File: src/rtl/seq_det_if.sv
// Bus bundle for seq_detector_param: pattern programming, serial input and detection outputs.
// pat_mask exists only when SEQ_DET_MASK_EN is defined.
interface seq_det_if #(
    parameter int PAT_W = 8,
    parameter int LEN_W = 4,
    parameter int CNT_W = 8
);
    logic             pat_load;
    logic [PAT_W-1:0] pat_val;
    logic [LEN_W-1:0] pat_len;
`ifdef SEQ_DET_MASK_EN
    logic [PAT_W-1:0] pat_mask;
`endif
    logic             overlap;
    logic             in_valid;
    logic             in_bit;
    logic             match;
    logic [CNT_W-1:0] match_cnt;
    logic             armed;

    modport master (
`ifdef SEQ_DET_MASK_EN
        output pat_mask,
`endif
        output pat_load, pat_val, pat_len, overlap, in_valid, in_bit,
        input  match, match_cnt, armed
    );

    modport slave (
`ifdef SEQ_DET_MASK_EN
        input  pat_mask,
`endif
        input  pat_load, pat_val, pat_len, overlap, in_valid, in_bit,
        output match, match_cnt, armed
    );
endinterface

File: src/rtl/seq_detector_param.sv
// Runtime-programmable serial pattern detector (length 1..PAT_W) with Moore match output,
// overlap control and saturating match counter. Define SEQ_DET_MASK_EN for per-bit don't-care masking.
module seq_detector_param #(
    parameter int PAT_W = 8,
    parameter int LEN_W = 4,
    parameter int CNT_W = 8
) (
    input  logic     clk,
    input  logic     reset,
    seq_det_if.slave bus
);
    typedef enum logic [1:0] {
        IDLE  = 2'd0,
        ARMED = 2'd1,
        MATCH = 2'd2
    } state_t;

    state_t           state_r, state_nx;
    logic [PAT_W-1:0] pat_r, pat_nx;
    logic [PAT_W-1:0] hist_r, hist_nx;
    logic [LEN_W-1:0] len_r, len_nx;
    logic [LEN_W-1:0] fill_r, fill_nx;
    logic [CNT_W-1:0] cnt_r, cnt_nx;
    logic [PAT_W-1:0] len_mask;
    logic [PAT_W-1:0] cmp_mask;
    logic [PAT_W-1:0] hist_shift;
    logic [LEN_W-1:0] fill_inc;
    logic             len_ok;
    logic             hit;

`ifdef SEQ_DET_MASK_EN
    logic [PAT_W-1:0] mask_r, mask_nx;
`endif

    function automatic logic [CNT_W-1:0] sat_cnt(input logic [CNT_W-1:0] v);
        return (&v) ? v : v + CNT_W'(1);
    endfunction

    // Fill only needs to reach PAT_W; beyond that every length is satisfied.
    function automatic logic [LEN_W-1:0] sat_fill(input logic [LEN_W-1:0] v);
        return (v >= LEN_W'(PAT_W)) ? v : v + LEN_W'(1);
    endfunction

    assign len_ok     = (bus.pat_len != '0) && (bus.pat_len <= LEN_W'(PAT_W));
    assign hist_shift = {hist_r[PAT_W-2:0], bus.in_bit};
    assign fill_inc   = sat_fill(fill_r);

    always_comb begin
        len_mask = '0;
        for (int i = 0; i < PAT_W; i++) begin
            len_mask[i] = (i < int'(len_r));
        end
    end

`ifdef SEQ_DET_MASK_EN
    assign cmp_mask = len_mask & mask_r;
`else
    assign cmp_mask = len_mask;
`endif

    assign hit = (fill_inc >= len_r) && (((hist_shift ^ pat_r) & cmp_mask) == '0);

    always_comb begin
        state_nx = state_r;
        pat_nx   = pat_r;
        len_nx   = len_r;
        hist_nx  = hist_r;
        fill_nx  = fill_r;
        cnt_nx   = cnt_r;
`ifdef SEQ_DET_MASK_EN
        mask_nx  = mask_r;
`endif
        if (bus.pat_load) begin
            // A load always wins over a coincident input bit.
            pat_nx   = bus.pat_val;
            len_nx   = bus.pat_len;
            hist_nx  = '0;
            fill_nx  = '0;
            cnt_nx   = '0;
`ifdef SEQ_DET_MASK_EN
            mask_nx  = bus.pat_mask;
`endif
            state_nx = len_ok ? ARMED : IDLE;
        end else begin
            case (state_r)
                IDLE: state_nx = IDLE;
                ARMED, MATCH: begin
                    state_nx = ARMED;
                    if (bus.in_valid) begin
                        hist_nx = hist_shift;
                        fill_nx = fill_inc;
                        if (hit) begin
                            state_nx = MATCH;
                            cnt_nx   = sat_cnt(cnt_r);
                            if (!bus.overlap) begin
                                hist_nx = '0;
                                fill_nx = '0;
                            end
                        end
                    end
                end
                default: state_nx = IDLE;
            endcase
        end
    end

    always_ff @(posedge clk or posedge reset) begin
        if (reset) begin
            state_r <= IDLE;
            pat_r   <= '0;
            len_r   <= '0;
            hist_r  <= '0;
            fill_r  <= '0;
            cnt_r   <= '0;
`ifdef SEQ_DET_MASK_EN
            mask_r  <= '0;
`endif
        end else begin
            state_r <= state_nx;
            pat_r   <= pat_nx;
            len_r   <= len_nx;
            hist_r  <= hist_nx;
            fill_r  <= fill_nx;
            cnt_r   <= cnt_nx;
`ifdef SEQ_DET_MASK_EN
            mask_r  <= mask_nx;
`endif
        end
    end

    assign bus.match     = (state_r == MATCH);
    assign bus.match_cnt = cnt_r;
    assign bus.armed     = (state_r != IDLE);
endmodule

File: src/flat_wrapper.sv
// flat-port wrapper written by rule: the top's interface ports become plain ports
module seq_detector_param_flat 
#(
    parameter int PAT_W = 8,
    parameter int LEN_W = 4,
    parameter int CNT_W = 8
)
  (clk, reset, bus_pat_load, bus_pat_val, bus_pat_len, bus_overlap, bus_in_valid, bus_in_bit, bus_match, bus_match_cnt, bus_armed);
  seq_det_if #(.PAT_W(PAT_W), .LEN_W(LEN_W), .CNT_W(CNT_W)) bus_i ();
  input  logic clk;
  input  logic reset;
  input wire logic [$bits(bus_i.pat_load)-1:0] bus_pat_load;
  input wire logic [$bits(bus_i.pat_val)-1:0] bus_pat_val;
  input wire logic [$bits(bus_i.pat_len)-1:0] bus_pat_len;
  input wire logic [$bits(bus_i.overlap)-1:0] bus_overlap;
  input wire logic [$bits(bus_i.in_valid)-1:0] bus_in_valid;
  input wire logic [$bits(bus_i.in_bit)-1:0] bus_in_bit;
  output wire logic [$bits(bus_i.match)-1:0] bus_match;
  output wire logic [$bits(bus_i.match_cnt)-1:0] bus_match_cnt;
  output wire logic [$bits(bus_i.armed)-1:0] bus_armed;
  assign bus_i.pat_load = bus_pat_load;
  assign bus_i.pat_val = bus_pat_val;
  assign bus_i.pat_len = bus_pat_len;
  assign bus_i.overlap = bus_overlap;
  assign bus_i.in_valid = bus_in_valid;
  assign bus_i.in_bit = bus_in_bit;
  assign bus_match = bus_i.match;
  assign bus_match_cnt = bus_i.match_cnt;
  assign bus_armed = bus_i.armed;
  seq_detector_param #(.PAT_W(PAT_W), .LEN_W(LEN_W), .CNT_W(CNT_W)) u_core (.clk(clk), .reset(reset), .bus(bus_i));
endmodule
File: config.mk
export PLATFORM = sky130hd
export DESIGN_NAME = seq_detector_param_flat
export DESIGN_NICKNAME = d
export VERILOG_FILES = /design/src/rtl/seq_det_if.sv /design/src/rtl/seq_detector_param.sv /design/src/flat_wrapper.sv
export SDC_FILE = /design/constraint.sdc
export NUM_CORES = 1
export LEC_CHECK = 0
export CELL_PAD_IN_SITES_DETAIL_PLACEMENT = 1
export CELL_PAD_IN_SITES_GLOBAL_PLACEMENT = 2
export CORE_UTILIZATION = 34
export DETAILED_ROUTE_END_ITERATION = 6
export GPL_TIMING_DRIVEN = 0
export PLACE_DENSITY = 0.81
export SLEW_MARGIN = 20
export SYNTH_ARGS = -nofsm -noshare
export SYNTH_HDL_FRONTEND = slang
export SYNTH_SLANG_ARGS = --single-unit
File: constraint.sdc
create_clock -name clk -period 3.76 [get_ports clk]
set_clock_uncertainty 0.15 [all_clocks]
set_input_delay 0.752 -clock clk [delete_from_list [all_inputs] [get_ports clk]]
set_output_delay 0.752 -clock clk [all_outputs]
set_load 0.005 [all_outputs]
==> results list, run 1 <==
* Sequential Power Share: 48.4%
- Hold Crit Depth: 1
* Worst path most repeated cell: sky130_fd_sc_hd__ha_1
* Element type at the critical path start: flip-flop
- The mapped netlist covers 0.00181 sq mm.
- The largest single stage delay on the critical path is 0.48 ns.
* Core ar.: 0.00511 sq mm
- Ports: 28
* Cts bufs inserted: 5
* Post-cts hold buffer count: 0
* Classification of the worst-slack hold path: flip-flop to flip-flop
* Worst setup margin: 0.821 ns
- Average wire length per cell after detail routing: 16.4 um
* Net switching share of the total power: 26.2%
- Crit-path max FO: 10
- First DRT Iteration DRCs: 58
* Worst endpoint required time: 3.78 ns
- IR drop worst, VDD: 203 uV
- Setup violations remaining at the end of the flow were counted as 0.
- Setup total negative slack on the finished layout was measured at 0 ns.
* Post_cts resized: 0
- The most common cell in the synthesized netlist is sky130_fd_sc_hd__dfrtp_1.
* Max Clock Freq: 0.340 GHz
- Endpoints failing hold: 0
* Maximum buffer depth of the clock tree: 2
- For this design, the slowest cell found on the critical path is sky130_fd_sc_hd__dfrtp_1.
* Result of the run: complete, no violations
- Min Hold Slack: 0.389 ns
* Layout net count: 229
* # port buffers: 26
- Fill cells: 587
* Final critical-path required period: 2.94 ns
- The count of final max-slew check failures is 0.
- Reg2Reg Launch Point: u_core.fill_r[0]
- The largest total area in the synthesized netlist belongs to sky130_fd_sc_hd__dfrtp_1.
* Via count: 1,441
- Average vias per placed instance: 5.28
* Pint: 593 uW
- The worst register-to-register path ends at u_core.bus.match_cnt[0].
- EDFF count, synth: 0
- Clock tree synthesis selected as its root buffer the cell sky130_fd_sc_hd__clkbuf_8.
- Simple-gate share of the synthesized area: 14.2%
- Fraction of the mapped netlist area in compound gates: 14.7%
* Total routed wirelength: 4470 um
* Clock power share: 36.6%
* Effective utilization at floorplan: 35.4%
- Die W: 74.9 um
* Worst hold start: u_core.pat_r[2]
- Area share of the leading cell type in the synthesized netlist: 45.6%
* Sequential cell area fraction in the yosys report: 45.6%
- DR pass1 iterations: 5
- Global routing used 17.8% of the available tracks across all layers.
- Switching power: 211 uW
- Maximum number of pins on one net before global-route repair: 34
- Combinational share of power: 15.0%
* Area added between synthesis and finish: 24.8%
- Of the total synthesized cell area, the portion taken by XOR and XNOR cells is 5.33%.
* Number of register bits inferred by synthesis: 33
- CTS tree: yes
* Count of max-cap constraint violations: 0
- After clock tree synthesis, the clock-pin slew on the worst setup and hold paths is 0.07 ns.
* Total power: 804 uW
- Rel. slew slack: 41.4%
- Syn Nets: 196
- Crit path arrival time: 2.96 ns
* Count of antenna-violating nets left after detailed routing: 0
- Setup slack, reg-to-reg: 0.82 ns
- Fraction of final layout cells with drive strength greater than 1: 13.8%
* Unrepaired setup endpoints after global routing: no
* # clock sinks: 33
- The number of setup buffers added after CTS is 0.
* Commonest register cell after synthesis: sky130_fd_sc_hd__dfrtp_1
- At the pin with the least slew margin, the transition time is 0.879 ns.
- HPWL after DPL: 3280 um
- Number of global-route vias before repair: 1,502
- At the placement stage, the worst setup path has a slack of 0.723 ns.
* Combinational family with the most area after synthesis: compound AO/OA/AOI/OAI gates
* CTS HTree Levels: 2
* Row cnt: 26
- The worst setup path is captured at a flip-flop.
- The critical path is of the flip-flop to flip-flop type.
* Floorplan die area: 0.00562 sq mm
* Register-to-Register Path Depth: 10
- Dividing total power by cell area gives a power density of 356 mW/mm^2.
* Adder and majority gate portion of the synthesized area: 6.22%
* Gr ovfl total: 0
- Final Cycle Share: 78.2%
- Worst Hold End: u_core.pat_r[2]
- The congestion estimate from routability-driven global placement came to 0.800.
- Dividing the synthesized area by the synthesized cell count gives 10.7 sq um.
- By count the netlist is led by sky130_fd_sc_hd__dfrtp_1 (33), sky130_fd_sc_hd__mux2_2 (15), sky130_fd_sc_hd__inv_1 (11), sky130_fd_sc_hd__a32o_1 (10), sky130_fd_sc_hd__nand2_1 (10).
- The initial antenna violation count came to 0.
- Global-route wire length before repair: 7310 um
* Remaining routing DRC violations: 0
* Number of warning messages in the yosys log: 0
- By area the synthesized netlist is led by sky130_fd_sc_hd__dfrtp_1 (46%), sky130_fd_sc_hd__mux2_2 (9.3%), sky130_fd_sc_hd__ha_1 (6.2%).
* Synth cell types: 37
* Async set-reset flop share out of synthesis: 100%
* Post-Synthesis Cells: 169
- The critical path goes through ha_1 > nand2b_1 > xnor2_1 > ha_1 > o21ai_0 > a222oi_1 > nand4_1 > buf_2 > nor3b_2 > mux2_2.
- Die boundary height: 74.9 um
* Insertion delay of the later-clocked pin in the worst-skew pair: 0.28 ns
* Fraction of synthesized area in multiplexers: 9.89%
* Diodes inserted: 0
- Static power due to leakage: 0.961 nW
-- cells in the final DEF, fill, tap and decap left out, drive strengths merged, types with 6 or more instances in the layout --
master,count
inv,11
mux2,15
clkdlybuf4s50,26
dfrtp,33
xnor2,6
a32o,10
nor3,6
ha,9
nand2,10
nor2,7
clkbuf,13
-- power groups by stage --
stage	Clock [mW]	Sequential [mW]	Combinational, mW
2_1_floorplan	0	0.390	0.0766
3_3_place_gp	0	0.394	0.114
3_5_place_dp	0	0.395	0.121
4_1_cts	0.308	0.389	0.122
5_1_grt	0.325	0.391	0.135
6_report	0.294	0.389	0.121
-- through the flow --
step                      instance area [sq um]  cells  utilization, %
after global placement                     2160    265            42.2
after CTS                                  2260    273            44.2
after detailed placement                   2160    265            42.2
after global routing                       2260    273            44.2
final                                      2260    273            44.2
after floorplan                            1810    169               -
-- layer usage --
| layer | wire (um) | global-route usage [%] | up-vias | part of all wire (%) |
|---|---|---|---|---|
| met5 | 0 | 0 | - | 0 |
| met4 | 61 | 6.50 | 0 | 1.4 |
| met3 | 153 | 3.61 | 6 | 3.4 |
| met2 | 2210 | 29.5 | 24 | 49 |
| met1 | 2040 | 23.0 | 725 | 46 |
| li1 | - | - | 686 | - |
-- worst max-delay path by stage --
stage	start	endpoint	slack (ns)
finish	u_core.fill_r[0]	u_core.bus.match_cnt[0]	0.82
global route	u_core.fill_r[3]	u_core.bus.match_cnt[5]	0.62
CTS	u_core.fill_r[0]	u_core.bus.match_cnt[0]	0.81
detailed placement	bus_in_bit	u_core.bus.match_cnt[0]	0.72
global placement	bus_in_bit	u_core.bus.match_cnt[0]	0.77
floorplan	u_core.fill_r[3]	u_core.bus.match_cnt[0]	1.15
-- critical path: cells and delay by family, from the launching register on --
family	cells	cell delay [ns]
adders and majority gates	2	0.42
buffers and inverters	1	0.24
muxes	1	0.36
AOI/OAI and AO/OA	2	0.43
and+or+nand+nor	3	0.53
DFF	1	0.48
xor gates and xnor gates	1	0.21
-- sequential cells by signal, summed over array words and instances, names as in the netlist --
name                  cells
u_core.hist_r             7
u_core.pat_r              8
u_core.fill_r             4
u_core.len_r              4
u_core.state_r            2
u_core.bus.match_cnt      8
-- kinds of logic (layout without fill, tap and decap cells) --
group / after synthesis / after routing
AO/OA/AOI/OAI: 34 / 34
XOR/XNOR: 11 / 11
adder cells (fa/ha/maj): 9 / 9
buffers and inverters: 19 / 53
flip-flops: 33 / 33
multiplexers: 16 / 16
AND/OR/NAND/NOR: 47 / 47
-- area by class of cell --
class,count,area [sq um],share of cell area [%]
Multi-Input combinational cell,117,910,40.3
Buffer,8,32.5,1.44
Tap cell,70,87.6,3.88
Clock inverter,1,5.00,0.222
Sequential cell,33,826,36.6
Timing Repair Buffer,26,260,11.5
Clock buffer,7,96.3,4.27
Inverter,11,41.3,1.83
No activity file was read; power rests on OpenSTA's default activity.
==> inputs of run 2 (changes only) <==
==> constraint.sdc (replaced) <==
create_clock -name clk -period 3 [get_ports clk]
set_clock_uncertainty 0.15 [all_clocks]
set_input_delay 0.6 -clock clk [delete_from_list [all_inputs] [get_ports clk]]
set_output_delay 0.6 -clock clk [all_outputs]
set_load 0.005 [all_outputs]
==> run 2 against run 1 <==
  * Clock power rose by 26%
  * Wire length rose by 2.6%
  * Largest cell class unchanged
  * Sequential power up 25%
  * Critical path depth stayed put
  * Non-clock buffer count up 2
  * Sequential cell count is the same
  * Register-to-register slack got worse by 0.69 ns
  * Via count shrank 0.21%
==> results list, run 2 (synthesis results as in run 1) <==
* Gr ovfl total: 0
* Core ar.: 0.00511 sq mm
- # clock sinks: 33
- For this run, global-route usage on met2 was measured as 29.5%.
- For this design the static power due to leakage is 0.995 nW.
- First DRT Iteration DRCs: 46
- Among all stages on the critical path, the largest delay is contributed by sky130_fd_sc_hd__dfrtp_2.
* Row cnt: 26
- # port buffers: 26
- Critical path endpoint category: flip-flop
- Via count: 1,438
- Diodes inserted: 0
- Before antenna repair, the detailed router went through 4 iterations.
- Total routed wirelength: 4590 um
* Floorplan die area: 0.00562 sq mm
* Average wire length per cell after detail routing: 16.7 um
* Average vias per placed instance: 5.23
* Unrepaired setup endpoints after global routing: no
- In this run the number of H-tree levels came out at 2.
- Global-route wire length before repair: 7310 um
- Startpoint of the most critical setup path: u_core.fill_r[0]
- The global routing stage identified its most utilized layer as met2.
- Maximum buffer depth of the clock tree: 2
* List of cells traversed by the critical path: ha_1 > nand2b_1 > xnor2_2 > ha_1 > o21ai_0 > a222oi_1 > nand4_1 > buf_6 > nor3_1 > mux2_2
- The finished layout holds 275 standard cells, fillers aside.
- Worst hold start: u_core.pat_r[2]
* Initial antenna violation count: 0
- By instance count, the cell type seen most on the critical path is sky130_fd_sc_hd__ha_1.
- Most used cells in the layout excluding fill and tap cells: sky130_fd_sc_hd__dfrtp_1 (32), sky130_fd_sc_hd__clkdlybuf4s50_1 (26), sky130_fd_sc_hd__mux2_2 (15)
* Classification of the worst-slack hold path: flip-flop to flip-flop
* Die boundary height: 74.9 um
- Detailed placement ended at an HPWL of 3280 um.
- Critical path class: flip-flop to flip-flop
- Cell at the root of the clock tree: sky130_fd_sc_hd__clkbuf_8
* Ports: 28
* Final setup violating endpoints: 0
* Final Cycle Share: 95.5%
* Insertion delay of the later-clocked pin in the worst-skew pair: 0.28 ns
- Transition time at the pin with the least slew margin: 0.882 ns
* Remaining routing DRC violations: 0
- Number of global-route vias before repair: 1,502
- The flow ran to the end, and the final reports show no timing, DRC or antenna violations.
- In this design, the stage delay of the slowest critical-path cell is 0.45 ns.
- Buffers inserted during clock tree synthesis total 5.
* IR drop worst, VDD: 251 uV
- Min Hold Slack: 0.387 ns
* Maximum number of pins on one net before global-route repair: 34
- Max-cap violations in this run came to 0.
* Final critical-path required period: 2.87 ns
- Leaving out fill and tap cells, the most frequent cell in the layout is sky130_fd_sc_hd__dfrtp_1.
- Crit path arrival time: 2.89 ns
- For the final routed database, the setup TNS stands at 0 ns.
- The worst pin sits at a relative slew slack of 41.2%.
- The count of final hold-check violations is 0.
* Fraction of met1 tracks used by global routing: 23.0%
- After detailed placement, the design holds a cell count of 265.
* Crit-path max FO: 10
- Delay-heaviest family, CP: simple AND/OR/NAND/NOR gates
- Element type at the critical path start: flip-flop
* Area added between synthesis and finish: 27.5%
- For the worst setup path, the data required time is 3.02 ns.
- Global routing used 3.61% of the available met3 tracks.
- Effective utilization at floorplan: 35.4%
- Counting both buffers and inverters, the worst setup path holds a total of 1.
* Total routing usage reported by global routing: 17.8%
- TritonCTS built the clock tree.
- Global placement routability congestion: 0.800
* CTS clock-pin slew for the worst setup and hold paths: 0.07 ns
- Layout net count: 231
- The startpoint identified for the worst register-to-register timing path is u_core.fill_r[0].
- Number of slew-limit violations in the final report: 0
- The detail route stage leaves a number of antenna-violating nets equal to 0.
- Max Clock Freq: 0.349 GHz
- PwrDens: 441 mW/mm^2
- Fraction of final layout cells with drive strength greater than 1: 16.6%
- Die W: 74.9 um
run 2: cell count changes in the layout (fill, tap and decap cells not counted):
| cell | delta |
|---|---|
| sky130_fd_sc_hd__buf_2 | -2 |
| sky130_fd_sc_hd__buf_4 | +4 |
| sky130_fd_sc_hd__buf_6 | +1 |
| sky130_fd_sc_hd__clkbuf_1 | -1 |
| sky130_fd_sc_hd__dfrtp_1 | -1 |
| sky130_fd_sc_hd__dfrtp_2 | +1 |
| sky130_fd_sc_hd__nor3_1 | -1 |
| sky130_fd_sc_hd__nor3_2 | +1 |
| sky130_fd_sc_hd__nor3b_2 | -1 |
| sky130_fd_sc_hd__nor3b_4 | +1 |
| sky130_fd_sc_hd__xnor2_1 | -1 |
| sky130_fd_sc_hd__xnor2_2 | +1 |
run 2: power by group:
part / internal (mW) / leakage, nW / switching [mW] / total [mW]
Combinational: 0.0754 / 0.510 / 0.0834 / 0.159
Sequential: 0.465 / 0.431 / 0.0223 / 0.488
Clock: 0.207 / 0.0542 / 0.162 / 0.370
Total: 0.748 / 0.995 / 0.268 / 1.02
run 2: area by class of cell:
| class | instances | area, sq um |
|---|---|---|
| fill | 579 | 2800 |
| multi-input combinational | 117 | 928 |
| sequential | 33 | 827 |
| timing repair buffer | 29 | 283 |
| clock buffer | 7 | 96.3 |
| tap | 70 | 87.6 |
| inverter | 11 | 41.3 |
| buffer | 7 | 37.5 |
| clock inverter | 1 | 5.00 |
run 2: what timing repair did:
action	CTS	global route
hold buffers	0	0
resized for setup	0	9
setup buffers	0	3
endpoints found under the setup margin	0	15
run 2: worst reg2reg max path, stage by stage, from the launching register on:
cell	delay, ns
sky130_fd_sc_hd__dfrtp_2	0.45
sky130_fd_sc_hd__ha_1	0.21
sky130_fd_sc_hd__nand2b_1	0.11
sky130_fd_sc_hd__xnor2_2	0.08
sky130_fd_sc_hd__ha_1	0.27
sky130_fd_sc_hd__o21ai_0	0.10
sky130_fd_sc_hd__a222oi_1	0.33
sky130_fd_sc_hd__nand4_1	0.24
sky130_fd_sc_hd__buf_6	0.22
sky130_fd_sc_hd__nor3_1	0.22
sky130_fd_sc_hd__mux2_2	0.36
run 2: worst paths after layout:
| kind | end | slack (ns) | cells after the start |
|---|---|---|---|
| max reg2reg | u_core.bus.match_cnt[7] | 0.13 | 10 |
| min | u_core.pat_r[2] | 0.39 | 1 |
| min in group asynchronous | u_core.state_r[1] | 0.60 | 2 |
| min reg2reg | u_core.pat_r[2] | 0.39 | 1 |
| max in group asynchronous | u_core.fill_r[0] | 1.60 | 2 |
| max | u_core.bus.match_cnt[7] | 0.13 | 10 |
run 2: through the flow:
stage          utilization (%)  setup slack (ns)  power, mW  cell area (sq um)
2_1_floorplan                -             0.394      0.584               1810
3_3_place_gp              42.2             0.141      0.637               2160
3_5_place_dp              42.2            0.0723      0.647               2160
4_1_cts                   44.2            0.0453       1.03               2260
5_1_grt                   45.1            0.0118       1.07               2310
6_report                  45.1             0.134       1.02               2310
run 2: routing by layer:
metal | routed length [um] | part of all wire [%]
met3 | 188 | 4.1
met4 | 61 | 1.3
met5 | 0 | 0
met1 | 2040 | 44
met2 | 2300 | 50
==> inputs of run 3 (changes only) <==
--- a/config.mk
+++ b/config.mk
@@ -8,7 +8,9 @@
 export CELL_PAD_IN_SITES_DETAIL_PLACEMENT = 1
 export CELL_PAD_IN_SITES_GLOBAL_PLACEMENT = 2
 export CORE_UTILIZATION = 34
+export CTS_CLUSTER_SIZE = 24
 export DETAILED_ROUTE_END_ITERATION = 6
+export GPL_ROUTABILITY_DRIVEN = 0
 export GPL_TIMING_DRIVEN = 0
 export PLACE_DENSITY = 0.81
 export SLEW_MARGIN = 20
==> results of run 3 <==
Same layout as run 2: the final DEF is identical, and so are final timing and power.
